===== src/rtl/pc_if.sv =====
// Request/response bundle between the control/branch logic and the program counter.
interface pc_if #(
    parameter int XLEN = 32
);
    logic            i_stall;
    logic            i_br_taken;
    logic [XLEN-1:0] i_br_target;
    logic            i_jmp;
    logic [XLEN-1:0] i_jmp_target;
    logic            i_call;
    logic            i_ret;
    logic            i_trap;
    logic [XLEN-1:0] o_pc;
    logic [XLEN-1:0] o_pc_plus;
    logic [1:0]      o_exc;
    logic            o_ras_empty;
    logic            o_ras_full;

    modport master (
        output i_stall, i_br_taken, i_br_target, i_jmp, i_jmp_target,
               i_call, i_ret, i_trap,
        input  o_pc, o_pc_plus, o_exc, o_ras_empty, o_ras_full
    );

    modport slave (
        input  i_stall, i_br_taken, i_br_target, i_jmp, i_jmp_target,
               i_call, i_ret, i_trap,
        output o_pc, o_pc_plus, o_exc, o_ras_empty, o_ras_full
    );
endinterface


===== src/rtl/pc_unit.sv =====
// Program counter with next-PC selection, a circular return-address stack,
// and a registered cause code for trap / misaligned / underflow redirects.
module pc_unit #(
    parameter int              XLEN      = 32,
    parameter logic [XLEN-1:0] RESET_VEC = 'h0,
    parameter logic [XLEN-1:0] TRAP_VEC  = 'h80,
    parameter int              INC       = 4,
    parameter int              RAS_DEPTH = 4
) (
    input  logic i_clk,
    input  logic i_rst_n,
    pc_if.slave  bus
);
    localparam int              PW      = $clog2(RAS_DEPTH);
    localparam logic [XLEN-1:0] INC_V   = XLEN'(INC);
    localparam logic [PW:0]     DEPTH_V = (PW + 1)'(RAS_DEPTH);

    typedef enum logic [1:0] {
        EXC_NONE      = 2'd0,
        EXC_TRAP      = 2'd1,
        EXC_MISALIGN  = 2'd2,
        EXC_UNDERFLOW = 2'd3
    } exc_e;

    logic [XLEN-1:0] pc_q, pc_d;
    exc_e            exc_q, exc_d;
    logic [PW-1:0]   top_q, top_d;
    logic [PW:0]     cnt_q, cnt_d;
    logic [XLEN-1:0] ras_q [RAS_DEPTH];
    logic [XLEN-1:0] ras_d [RAS_DEPTH];

    logic [XLEN-1:0] pc_plus;
    logic [XLEN-1:0] target;
    logic            redirect;
    logic            push;
    logic            pop;

    // Sequential address wraps modulo 2^XLEN without any flag.
    assign pc_plus = pc_q + INC_V;

    // Select the redirect source and the RAS side effect in priority order.
    always_comb begin
        target   = '0;
        redirect = 1'b0;
        push     = 1'b0;
        pop      = 1'b0;
        pc_d     = pc_plus;
        exc_d    = EXC_NONE;
        if (bus.i_trap) begin
            pc_d  = TRAP_VEC;
            exc_d = EXC_TRAP;
        end else if (bus.i_stall) begin
            pc_d  = pc_q;
            exc_d = EXC_NONE;
        end else if (bus.i_ret) begin
            if (cnt_q == '0) begin
                pc_d  = TRAP_VEC;
                exc_d = EXC_UNDERFLOW;
            end else begin
                target   = ras_q[top_q];
                redirect = 1'b1;
                pop      = 1'b1;
            end
        end else if (bus.i_jmp) begin
            target   = bus.i_jmp_target;
            redirect = 1'b1;
            push     = bus.i_call;
        end else if (bus.i_br_taken) begin
            target   = bus.i_br_target;
            redirect = 1'b1;
        end

        // Misaligned redirects still perform their push/pop.
        if (redirect) begin
            if (target[1:0] != 2'b00) begin
                pc_d  = TRAP_VEC;
                exc_d = EXC_MISALIGN;
            end else begin
                pc_d  = target;
                exc_d = EXC_NONE;
            end
        end
    end

    // Circular RAS update; a push when full overwrites the oldest entry.
    always_comb begin
        ras_d = ras_q;
        top_d = top_q;
        cnt_d = cnt_q;
        if (push) begin
            top_d        = top_q + 1'b1;
            ras_d[top_d] = pc_plus;
            if (cnt_q != DEPTH_V) begin
                cnt_d = cnt_q + 1'b1;
            end
        end else if (pop) begin
            top_d = top_q - 1'b1;
            cnt_d = cnt_q - 1'b1;
        end
    end

    // State registers; reset forces the PC, cause and stack bookkeeping.
    always_ff @(posedge i_clk or negedge i_rst_n) begin
        if (!i_rst_n) begin
            pc_q  <= RESET_VEC;
            exc_q <= EXC_NONE;
            top_q <= '0;
            cnt_q <= '0;
            ras_q <= '{default: '0};
        end else begin
            pc_q  <= pc_d;
            exc_q <= exc_d;
            top_q <= top_d;
            cnt_q <= cnt_d;
            ras_q <= ras_d;
        end
    end

    assign bus.o_pc        = pc_q;
    assign bus.o_pc_plus   = pc_plus;
    assign bus.o_exc       = exc_q;
    assign bus.o_ras_empty = (cnt_q == '0);
    assign bus.o_ras_full  = (cnt_q == DEPTH_V);
endmodule


===== src/flat_wrapper.sv =====
// flat-port wrapper written by rule: the top's interface ports become plain ports
module pc_unit_flat 
#(
    parameter int              XLEN      = 32,
    parameter logic [XLEN-1:0] RESET_VEC = 'h0,
    parameter logic [XLEN-1:0] TRAP_VEC  = 'h80,
    parameter int              INC       = 4,
    parameter int              RAS_DEPTH = 4
)
  (i_clk, i_rst_n, bus_i_stall, bus_i_br_taken, bus_i_br_target, bus_i_jmp, bus_i_jmp_target, bus_i_call, bus_i_ret, bus_i_trap, bus_o_pc, bus_o_pc_plus, bus_o_exc, bus_o_ras_empty, bus_o_ras_full);
  pc_if #(.XLEN(XLEN)) bus_i ();
  input  logic i_clk;
  input  logic i_rst_n;
  input wire logic [$bits(bus_i.i_stall)-1:0] bus_i_stall;
  input wire logic [$bits(bus_i.i_br_taken)-1:0] bus_i_br_taken;
  input wire logic [$bits(bus_i.i_br_target)-1:0] bus_i_br_target;
  input wire logic [$bits(bus_i.i_jmp)-1:0] bus_i_jmp;
  input wire logic [$bits(bus_i.i_jmp_target)-1:0] bus_i_jmp_target;
  input wire logic [$bits(bus_i.i_call)-1:0] bus_i_call;
  input wire logic [$bits(bus_i.i_ret)-1:0] bus_i_ret;
  input wire logic [$bits(bus_i.i_trap)-1:0] bus_i_trap;
  output wire logic [$bits(bus_i.o_pc)-1:0] bus_o_pc;
  output wire logic [$bits(bus_i.o_pc_plus)-1:0] bus_o_pc_plus;
  output wire logic [$bits(bus_i.o_exc)-1:0] bus_o_exc;
  output wire logic [$bits(bus_i.o_ras_empty)-1:0] bus_o_ras_empty;
  output wire logic [$bits(bus_i.o_ras_full)-1:0] bus_o_ras_full;
  assign bus_i.i_stall = bus_i_stall;
  assign bus_i.i_br_taken = bus_i_br_taken;
  assign bus_i.i_br_target = bus_i_br_target;
  assign bus_i.i_jmp = bus_i_jmp;
  assign bus_i.i_jmp_target = bus_i_jmp_target;
  assign bus_i.i_call = bus_i_call;
  assign bus_i.i_ret = bus_i_ret;
  assign bus_i.i_trap = bus_i_trap;
  assign bus_o_pc = bus_i.o_pc;
  assign bus_o_pc_plus = bus_i.o_pc_plus;
  assign bus_o_exc = bus_i.o_exc;
  assign bus_o_ras_empty = bus_i.o_ras_empty;
  assign bus_o_ras_full = bus_i.o_ras_full;
  pc_unit #(.XLEN(XLEN), .RESET_VEC(RESET_VEC), .TRAP_VEC(TRAP_VEC), .INC(INC), .RAS_DEPTH(RAS_DEPTH)) u_core (.i_clk(i_clk), .i_rst_n(i_rst_n), .bus(bus_i));
endmodule

===== config.mk =====
export PLATFORM = sky130hd
export DESIGN_NAME = pc_unit_flat
export DESIGN_NICKNAME = d
export VERILOG_FILES = /design/src/rtl/pc_if.sv /design/src/rtl/pc_unit.sv /design/src/flat_wrapper.sv
export SDC_FILE = /design/constraint.sdc
export NUM_CORES = 1
export LEC_CHECK = 0
export ABC_AREA = 1
export CORE_UTILIZATION = 45
export CTS_CLUSTER_SIZE = 24
export DETAILED_ROUTE_END_ITERATION = 12
export PLACE_DENSITY = 0.68
export SLEW_MARGIN = 25
export SYNTH_ARGS = -nofsm -noshare
export SYNTH_HDL_FRONTEND = slang
export SYNTH_SLANG_ARGS = --single-unit

===== constraint.sdc =====
create_clock -name i_clk -period 2.92 [get_ports i_clk]
set_input_delay 0.876 -clock i_clk [delete_from_list [all_inputs] [get_ports i_clk]]
set_output_delay 0.876 -clock i_clk [all_outputs]
set_load 0.05 [all_outputs]

Word level (Yosys, flattened, before mapping). Index checks and enable logic that the tools add are counted.

Logic and storage cells: 69. Output and inout port bits: 68. Input port bits: 72. Bits in registers: 167.

Add/subtract/negate cells: 5. Reduce and logical (&&, ||, !) cells: 5. $lt $le $gt $ge: 3. Muxes and demuxes: 42. Bitwise operators: 2. Equality and inequality tests: 4.

Operators with widths (number): $mux W32 (15); $bwmux W128 (1); $bmux W32 S2 (1); $demux W32 S2 (1); $add A32 B3 Y32 const B (1); $mux W2 (8); $mux W1 (13); $mux W3 (3); $ge A3 B3 Y1 const B (2); $not A2 Y3 (2); $reduce_bool A2 Y1 (2); $add A3 B1 Y3 const B (1); $eq A3 B3 Y1 const B (1); $logic_not A3 Y1 (1); $lt A3 B1 Y1 const B (1); $ne A3 B1 Y1 const B (1); $ne A3 B3 Y1 const B (1); $sub A3 B1 Y3 const B (1); $add A2 B1 Y2 const B (1); $ne A2 B2 Y1 const B (1); $reduce_and A2 Y1 (1); $sub A2 B1 Y2 const B (1); $logic_and A1 B1 Y1 (1).

Depth between registers and ports, before layout.
Depth after elaboration: 11. Gate-level depth with buffers: 13. Mapped depth without buffers: 11.

Worst setup path after synthesis. Ideal clock, no wire load.

Kind: register -> output. Start: register u_core.pc_q[2], in the netlist u_core.bus.o_pc[2]. End: output bus_o_pc_plus[9]. Cell stages (with the launch flop): 6. Arrival: 2.277 ns. Path buffers: 1. Required time: 2.044 ns. Path slack: -0.233 ns. Path through: dfrtp_1 -> buf_2 -> nand3_1 -> inv_1 -> nand2_1 -> xnor2_1.

Word-level cells in the longest chain between the ends: 1.

RTL lines: start, declared (line pc_unit.sv:25) `logic [XLEN-1:0] pc_q, pc_d;`; start signal, assigned (line pc_unit.sv:111) `pc_q <= pc_d;`; $add A32 B3 Y32 (line pc_unit.sv:39) `assign pc_plus = pc_q + INC_V;`; end, declared (line flat_wrapper.sv:23) `output wire logic [$bits(bus_i.o_pc_plus)-1:0] bus_o_pc_plus;`.

Every way passes these cells.

Worst setup path after layout.
Start: register u_core.pc_q[2], in the netlist u_core.bus.o_pc[2]. End: output bus_o_pc_plus[11].

The elaborated chain is that of the path after synthesis.

==> results_dict.tcl <==
set metrics [dict create \
    postLayoutCellArea_um2 12700 \
    critical_path.reg2reg.startpoint "u_core.top_q[0]" \
    drt_iter0_drc 864 \
    combPwrFrac_pct 42.5 \
    outcome "completed" \
    power.share.switching_pct 41.4 \
    final_routed_wirelength_across_all_metal_layers_mm 31.0 \
    seqPwrFrac_pct 34.3 \
    maxSlewViolCount 0 \
    portBuffers 139 \
    syn-mean-instance-area_um2 7.02 \
    cellLeakagePower_nw 6.07 \
    hold_buffers 0 \
    cts_tree "yes" \
    num_io_pins 140 \
    placement_rows 52 \
    place.detailed.hpwl_mm 21.8 \
    max_cap_violations 0 \
    worst-setup-path-type "reg -> out" \
    number_of_buffers_on_the_longest_clock_path 2 \
    worst_slack_ns 0.0164 \
    grt_max_degree 56 \
    netlist_area_um2 9420 \
    final_cell_mix "nand2_1 (507), dfrtp_1 (148), o21ai_0 (139)" \
    irDropWorstVdd_uv 561 \
    count_of_warnings_emitted_by_yosys 0 \
    place_ws_ns 0.0969 \
    worst_hold_path_type "in -> async" \
    max_slew.worst_pin.slew_ns 0.558 \
    netSwitchingPower_mw 3.96 \
    internal-power_mw 5.60 \
    max-slew-margin-rel_pct 62.8 \
    synthToLayoutAreaGrowth_pct 34.3 \
    critical_path_peak_fanout 5 \
    ant_nets 0 \
    cp-start-kind "register" \
    synthCells 1341 \
    syn-num-nets 1419 \
    drt-vias-per-instance 5.27 \
    dr_total_vias 9415 \
    dominantRegCellSynth "dfrtp_1" \
    finalWeightedCongestion 0.904 \
    seq_area_frac_synth_pct 44.4 \
    rsz0062_at_grt "yes" \
    fmax_mhz 344 \
    postSynthRegisterBits 167 \
    overflow 0 \
    antenna_violations_before_repair 0 \
    timing.clock.skew_ns 0.0109 \
    die_x_um 147 \
    drive_gt1_share_pct 17.2 \
    vias_in_the_first_global_route 9144 \
    fin_total_pwr_mw 9.56 \
    final.period_utilization_pct 99.4 \
    global_route_wire_length_before_repair_mm 49.2 \
    power-per-cell-area_nw_per_um2 755 \
    layout_min_cycle_time_ns 2.90 \
    global_route.usage.total_pct 29.7 \
    clkSinkCount 167 \
    die-area_um2 21500 \
    place.detailed.instances 1732 \
    worstSkewPairLatency_ns 0.43 \
    finalNonFillerCells 1788 \
    crit_required_ns 2.04 \
    timing.setup.tns_ns 0 \
    worst_ep_arrival_time_ns 2.03 \
    number_of_flops_mapped_to_enable_cells_by_yosys 0 \
    rr_endpoint "u_core.ras_q[11]" \
    finalNetCount 1583 \
    power_frac_clock_pct 23.2 \
    insertedDiodeCount 0 \
    design.core.area_um2 20400 \
    placement.cell_area_um2 11600 \
    cts_root_buf "clkbuf_16" \
    timing_hold_violations_final 0 \
    drt-wirelength-per-cell_um 17.3 \
    drt_pass_1_iters 6 \
    remaining_drc_errors 0 \
    die_y_um 147 \
    floorplan.initialDensity_pct 46.3 \
    worst_r2r_path_depth 8 \
    hold_ws_ns 0.419 \
    slack_of_the_worst_reg_to_reg_path_ns 0.88 \
    report.final.setup_viol 0 \
    utilization_pct 62.1 \
    synth-async-reset-ratio_pct 100 \
    clock_tree.htree_level_count 4 \
    end_kind "output pin" \
    clkTransAtPathRegs_ns 0.07 \
    final_common_cell "nand2_1" \
    netlist-cell-type-count 40 \
    number_of_buffers_created_by_cts 17 \
]
## final cells by class
| type | count | area [µm²] |
|---|---|---|
| Clock inverter | 13 | 143 |
| Timing Repair Buffer | 220 | 2400 |
| Tap cell | 270 | 338 |
| Inverter | 116 | 442 |
| Clock buffer | 19 | 433 |
| Fill cell | 1811 | 7710 |
| Multi-Input combinational cell | 983 | 4700 |
| Sequential cell | 167 | 4200 |
## sequential cells by signal, summed over array words and instances, names as in the netlist
signal / flops
u_core.bus.o_exc: 2
u_core.cnt_q: 3
u_core.bus.o_pc: 32
u_core.top_q: 2
u_core.ras_q: 128
## how the worst max path moves through the flow
stage | start | to | slack, ns | cells past startpoint
2_1_floorplan | u_core.bus.o_pc[9] | bus_o_pc_plus[19] | 0.06 | 8
3_3_place_gp | bus_i_ret | u_core.cnt_q[2] | 0.20 | 7
3_5_place_dp | bus_i_ret | u_core.cnt_q[2] | 0.1 | 7
4_1_cts | u_core.bus.o_pc[3] | bus_o_pc_plus[28] | -0.05 | 8
5_1_grt | u_core.bus.o_pc[10] | bus_o_pc_plus[22] | -0.04 | 10
6_report | u_core.bus.o_pc[2] | bus_o_pc_plus[11] | 0.02 | 8
## cell usage after synthesis (2+ instances only)
cell type	number	area (µm²)
a21boi_0	7	52.6
a21oi_1	24	120
a22oi_1	21	158
and2_0	2	12.5
and2_1	11	68.8
buf_1	6	22.5
buf_2	32	160
buf_4	9	67.6
buf_6	3	33.8
clkbuf_1	25	93.8
dfrtp_1	167	4180
ha_1	5	62.6
inv_1	109	409
inv_2	5	18.8
nand2_1	535	2010
nand2_2	4	25.0
nand2_4	2	22.5
nand3_1	104	521
nand3_2	2	20.0
nand3b_1	2	15.0
nor2_1	90	338
nor2_2	4	25.0
o211ai_1	3	22.5
o21ai_0	139	696
o21bai_1	4	30.0
o22ai_1	3	18.8
or2_2	4	25.0
xor2_1	7	61.3
## repair_timing
action	4_1_cts	5_1_grt
setup endpoints to repair	24	24
buffers inserted	6	18
cloned	0	0
gates resized for setup	47	69
pin swaps	1	12
## metal layers
metal	GRT usage (%)	routed length [µm]	part of all wire, %	up-vias
met5	0	0	0	-
met2	48.3	14700	47	429
met1	38.4	12900	42	4379
li1	-	-	-	4545
met4	13.9	1220	3.9	0
met3	5.38	2240	7.2	62
## power by group through the flow
stage / combinational (mW) / clock [mW] / sequential [mW]
finish: 4.06 / 2.22 / 3.28
global route: 4.45 / 2.35 / 3.35
CTS: 3.98 / 2.25 / 3.27
detailed placement: 3.91 / 0 / 3.30
global placement: 3.88 / 0 / 3.28
floorplan: 2.27 / 0 / 3.43
## cell families (layout without fill, tap and decap cells)
kind of cell / Yosys count / in the layout / synth area share [%]
XOR/XNOR: 8 / 8 / 0.744
flip-flops: 167 / 167 / 44.4
multiplexers: 1 / 1 / 0.120
AND/OR/NAND/NOR: 765 / 765 / 33.4
buffers and inverters: 191 / 368 / 8.67
adder cells (fa/ha/maj): 6 / 6 / 0.877
AO/OA/AOI/OAI: 203 / 203 / 11.8
## worst max-delay path: stages (launching register included)
cell     delay (ns)
dfrtp_1        0.41
buf_6          0.13
nand3_1        0.13
buf_4          0.20
nor2_1         0.21
nand2_1        0.10
nand2_1        0.08
nand2_2        0.13
buf_12         0.18
Note: power is estimated with default switching activity, not from simulation.
